`src/rtl/vga_fb_arbiter.sv`:
```
// vga_fb_arbiter: shares one single-port framebuffer RAM between VGA scan-out
// prefetch (raster-order reads into a small FIFO) and a draw-engine write port.
// Reads are decided in cycle t, presented on o_mem_* in t+1, and their data is
// pushed into the FIFO at the end of t+2.
module vga_fb_arbiter #(
  parameter int ADDR_W     = 20,
  parameter int DATA_W     = 8,
  parameter int H_ACTIVE   = 1024,
  parameter int V_ACTIVE   = 768,
  parameter int FIFO_DEPTH = 32,
  parameter int LOW_WM     = 8
) (
  input  logic              i_clk,
  input  logic              i_rst,
  input  logic              i_pix_stb,
  input  logic              i_frame_start,
  input  logic              i_pix_req,
  output logic [DATA_W-1:0] o_pix_data,
  input  logic              i_wr_valid,
  input  logic [ADDR_W-1:0] i_wr_addr,
  input  logic [DATA_W-1:0] i_wr_data,
  output logic              o_wr_ready,
  output logic              o_mem_en,
  output logic              o_mem_we,
  output logic [ADDR_W-1:0] o_mem_addr,
  output logic [DATA_W-1:0] o_mem_wdata,
  input  logic [DATA_W-1:0] i_mem_rdata,
  output logic              o_underflow
);

  localparam int PTR_W = $clog2(FIFO_DEPTH);
  localparam int LVL_W = PTR_W + 1;
  localparam int CNT_W = ADDR_W + 1;

  localparam logic [CNT_W-1:0] TOTAL    = CNT_W'(H_ACTIVE * V_ACTIVE);
  localparam logic [CNT_W-1:0] LAST     = TOTAL - CNT_W'(1);
  localparam logic [LVL_W-1:0] DEPTH_L  = LVL_W'(FIFO_DEPTH);
  localparam logic [LVL_W-1:0] LOW_L    = LVL_W'(LOW_WM);

  localparam logic [1:0] ST_IDLE = 2'd0;
  localparam logic [1:0] ST_FILL = 2'd1;
  localparam logic [1:0] ST_RUN  = 2'd2;
  localparam logic [1:0] ST_DONE = 2'd3;

  logic [1:0]        state;
  logic [1:0]        next_state;
  logic [DATA_W-1:0] fifo_mem [FIFO_DEPTH];
  logic [PTR_W-1:0]  rd_ptr;
  logic [PTR_W-1:0]  wr_ptr;
  logic [LVL_W-1:0]  count;
  logic              fly_a;
  logic              fly_b;
  logic [CNT_W-1:0]  fetch_addr;

  logic [LVL_W-1:0]  level;
  logic              fifo_empty;
  logic              have_addr;
  logic              wr_go;
  logic              rd_go;
  logic              pop_req;
  logic              pop_go;
  logic              push_go;
  logic              last_issue;

  // fly_a: read on o_mem_* now; fly_b: its data is on i_mem_rdata now
  assign level      = count + LVL_W'(fly_a) + LVL_W'(fly_b);
  assign fifo_empty = (count == '0);
  assign have_addr  = (fetch_addr < TOTAL);
  assign o_pix_data = fifo_empty ? '0 : fifo_mem[rd_ptr];

  // Writer grant depends only on state and level, never on i_wr_valid
  always_comb begin
    o_wr_ready = 1'b0;
    case (state)
      ST_IDLE: o_wr_ready = 1'b1;
      ST_FILL: o_wr_ready = 1'b0;
      ST_RUN:  o_wr_ready = (level >= LOW_L);
      ST_DONE: o_wr_ready = 1'b1;
      default: o_wr_ready = 1'b0;
    endcase
  end

  // Per-cycle RAM arbitration: urgent reads beat writes, spare cycles top up the FIFO
  always_comb begin
    wr_go      = i_wr_valid & o_wr_ready;
    rd_go      = ~i_frame_start & ~wr_go & have_addr &
                 ((state == ST_FILL) | (state == ST_RUN)) & (level < DEPTH_L);
    pop_req    = i_pix_stb & i_pix_req & ~i_frame_start;
    pop_go     = pop_req & ~fifo_empty;
    push_go    = fly_b & ~i_frame_start;
    last_issue = rd_go & (fetch_addr == LAST);
  end

  // Next-state selection; a frame start always restarts the fill
  always_comb begin
    next_state = state;
    if (i_frame_start) begin
      next_state = ST_FILL;
    end else begin
      case (state)
        ST_FILL: begin
          if (last_issue)          next_state = ST_DONE;
          else if (level == DEPTH_L) next_state = ST_RUN;
        end
        ST_RUN: begin
          if (last_issue) next_state = ST_DONE;
        end
        default: next_state = state;
      endcase
    end
  end

  // FIFO storage needs no reset; occupancy is tracked by the pointers
  always_ff @(posedge i_clk) begin
    if (push_go) fifo_mem[wr_ptr] <= i_mem_rdata;
  end

  // Control state, FIFO pointers, fetch address and registered RAM interface
  always_ff @(posedge i_clk) begin
    if (i_rst) begin
      state       <= ST_IDLE;
      rd_ptr      <= '0;
      wr_ptr      <= '0;
      count       <= '0;
      fly_a       <= 1'b0;
      fly_b       <= 1'b0;
      fetch_addr  <= '0;
      o_mem_en    <= 1'b0;
      o_mem_we    <= 1'b0;
      o_mem_addr  <= '0;
      o_mem_wdata <= '0;
      o_underflow <= 1'b0;
    end else begin
      state       <= next_state;
      o_mem_en    <= rd_go | wr_go;
      o_mem_we    <= wr_go;
      o_mem_addr  <= wr_go ? i_wr_addr : (rd_go ? fetch_addr[ADDR_W-1:0] : '0);
      o_mem_wdata <= wr_go ? i_wr_data : '0;
      fly_a       <= rd_go;
      fly_b       <= fly_a & ~i_frame_start;
      if (pop_req && fifo_empty) o_underflow <= 1'b1;
      if (i_frame_start) begin
        fetch_addr <= '0;
        rd_ptr     <= '0;
        wr_ptr     <= '0;
        count      <= '0;
      end else begin
        if (rd_go)   fetch_addr <= fetch_addr + CNT_W'(1);
        if (push_go) wr_ptr     <= wr_ptr + PTR_W'(1);
        if (pop_go)  rd_ptr     <= rd_ptr + PTR_W'(1);
        count <= count + LVL_W'(push_go) - LVL_W'(pop_go);
      end
    end
  end

endmodule

```
`config.mk`:
```
export PLATFORM = sky130hd
export DESIGN_NAME = vga_fb_arbiter
export DESIGN_NICKNAME = d
export VERILOG_FILES = /design/src/rtl/vga_fb_arbiter.sv
export SDC_FILE = /design/constraint.sdc
export NUM_CORES = 1
export LEC_CHECK = 0
export CAP_MARGIN = 10
export CORE_ASPECT_RATIO = 0.6
export CORE_MARGIN = 3
export CORE_UTILIZATION = 40
export CTS_CLUSTER_DIAMETER = 30
export DETAILED_ROUTE_END_ITERATION = 6
export HOLD_SLACK_MARGIN = 0.08
export PLACE_DENSITY = 0.57
export SYNTH_ARGS = -nofsm -noshare
export SYNTH_HDL_FRONTEND = slang
export SYNTH_SLANG_ARGS = --single-unit
```
`constraint.sdc`:
```
create_clock -name i_clk -period 6.5 [get_ports i_clk]
set_input_delay 1.3 -clock i_clk [delete_from_list [all_inputs] [get_ports i_clk]]
set_output_delay 1.3 -clock i_clk [all_outputs]
set_load 0.005 [all_outputs]
```
==> impl_metrics.ini <==
[global_route]
grt_usage_pct = 17.8
grt_max_degree = 54
antenna_found_initial = 0
grt_overflow = 0
first_global_vias = 7239
grt_pass1_wl_um = 46900

[routing]
wire_per_inst_um = 22.8
dr.pass1.iters = 5
ant_nets = 0
met2_length_um = 11900
wl_met1_um = 15700
vias = 7336
avgViaCountPerCell = 5.46
top_layer = met4
route.detailed.drc = 0
drt_wl_total_um = 30700
drtIter0Drc = 662
wl_met3_um = 2560

[power]
leakage_nw = 5.11
power_w = 0.00498
ir_drop_uv = 152
powerDensity_nw_per_um2 = 310

[floorplanning]
die_h_um = 147
start_util_pct = 41.5
io_pins = 82
die_w_um = 241
coreArea_um2 = 31800
dieArea_um2 = 35400
fp-row-count = 50

[cts]
root_buffer = clkbuf_16
clk_pin_slew_ns = 0.05
cts_buffers = 47
cts.sinks = 333
post-cts-setup-buffers = 0
post_cts_resized = 0
clk_path_buf_depth = 3
clock_latency_ns = 0.56
cts_hold_buf = 0
htreeDepth = 2
cts_tree = done

[synth]
ys_seq_area_share_pct = 69.8
synth_ff_type = edfxtp_1
synth_top_area_share_pct = 58.1
postSynthAreaPerCell_um2 = 16.8
synth_cells = 785
synth_commonest_cells = edfxtp_1 (256), dfxtp_1 (77), mux4_2 (70)
yosysUniqueCellTypes = 53
synth_area_leaders = edfxtp_1 (58%), mux4_2 (12%), dfxtp_1 (12%)
synth_edf_count = 256
ys_async_sr_fraction_pct = 0
synth.most_common_cell = edfxtp_1
ys_warn_count = 0
syn_area_um2 = 13200
syn_nets = 849
ys_ff_latch = 333
yosysTopAreaCell = edfxtp_1

[setup_path]
worstPathRequired_ns = 5.20
rr_startpoint = count[2]
r2r_slack_ns = 3.08
r2r-end = count[4]
arrival_ns = 3.77
endpoint = o_pix_data[1]
r2r_cells = 15
crit_fanout = 53
start_kind = register
endpoint_kind = output pin
worstSetupPathType = reg -> out

[finish]
final_util_pct = 50.5
final_nets = 955
area_growth_pct = 21.7
drive_gt1_share_pct = 18.9
antenna_cells = 0
fillers = 2642

[sta]
slew_headroom_pct = 23.0
setup_viol = 0
rsz0062_at_grt = no
setup_slack_ns = 1.43
worst_pin_slew_ns = 1.15
finalHoldViolations = 0
slew_violations = 0
setup_tns_ns = 0
max_freq_mhz = 197
whs_ns = 0.490
min_period_over_period_pct = 78.0
min_period_ns = 5.07
finClkSkew_ns = 0.0300

[min_path]
min_from = o_underflow
hp-class = reg -> reg

[run]
drv_cap = 0

[place]
dp_worst_setup_slack_ns = 1.93
port_buffers = 81
place.detailed.hpwl_um = 19800
routabilityCongestion = 0.779

[status]
status = finished clean
==> how the worst min path moves through the flow <==
stage             endpoint  slack, ns  cells past startpoint
2_1_floorplan        fly_b       0.45                      2
3_3_place_gp   o_underflow       0.45                      2
3_5_place_dp      state[1]       0.49                      2
4_1_cts           state[1]       0.50                      2
5_1_grt        o_underflow       0.54                      2
6_report       o_underflow       0.49                      2
==> final cells by class <==
| type | instances | area [um2] | share of cell area (%) |
|---|---|---|---|
| flip-flops and latches | 333 | 9230 | 57.4 |
| well taps | 416 | 520 | 3.23 |
| inverters | 19 | 71.3 | 0.443 |
| multi-input cells | 393 | 3730 | 23.2 |
| clock inverters | 28 | 325 | 2.02 |
| clock buffers | 58 | 1260 | 7.83 |
| repair buffers | 97 | 948 | 5.89 |
==> sequential cells by signal (all words and copies together), names as in the netlist, 2 cells and up, named ones only <==
name         count
count            6
rd_ptr           5
state            2
fifo_mem       256
wr_ptr           5
o_mem_wdata      8
fetch_addr      21
o_mem_addr      20
==> cell usage in the layout, fill, tap and decap left out, types with 9 or more instances in the layout <==
cell,instances
or4_1,15
mux4_2,70
o31ai_1,12
nand2_1,20
nor2_1,68
a21oi_1,24
buf_4,15
edfxtp_1,256
a22o_1,20
nand4_1,9
clkdlybuf4s50_1,81
inv_1,19
nor2b_1,9
nand3_1,12
dfxtp_1,75
and2_1,11
clkbuf_1,9
ha_1,20
clkbuf_16,50
==> cell families after synthesis <==
logic type	synth area share (%)
flip-flops	69.8
AND/OR/NAND/NOR	7.51
AO/OA/AOI/OAI	5.19
multiplexers	12.1
buffers and inverters	2.12
adder cells (fa/ha/maj)	2.19
XOR/XNOR	1.06
==> layer usage <==
| metal | vias to the layer above | global-route usage, % |
|---|---|---|
| met4 | 0 | 4.45 |
| met2 | 240 | 21.8 |
| met3 | 53 | 5.05 |
| li1 | 3334 | - |
| met5 | - | 0 |
| met1 | 3709 | 30.1 |
==> worst max-delay path, cell delays in order (launching register included) <==
cell             delay, ns
dfxtp_4               1.07
buf_4                 0.42
mux4_2                0.52
nor2b_1               0.14
a211oi_1              0.48
nor4_1                0.11
clkdlybuf4s50_1       0.47
==> where the power goes <==
| group | internal [W] | leakage, nW | switching (W) | total [W] |
|---|---|---|---|---|
| Clock | 0.00162 | 0.775 | 0.000928 | 0.00255 |
| Sequential | 0.00230 | 2.92 | 0.00000492 | 0.00230 |
| Combinational | 0.0000602 | 1.41 | 0.0000660 | 0.000126 |
==> per-stage QoR <==
| stage | cell area (um2) | cells |
|---|---|---|
| CTS | 16100 | 1343 |
| detailed placement | 14500 | 1257 |
| global route | 16100 | 1344 |
| finish | 16100 | 1344 |
| floorplan | 13200 | 785 |
| global placement | 14500 | 1257 |
No activity file was read; power rests on OpenSTA's default activity.
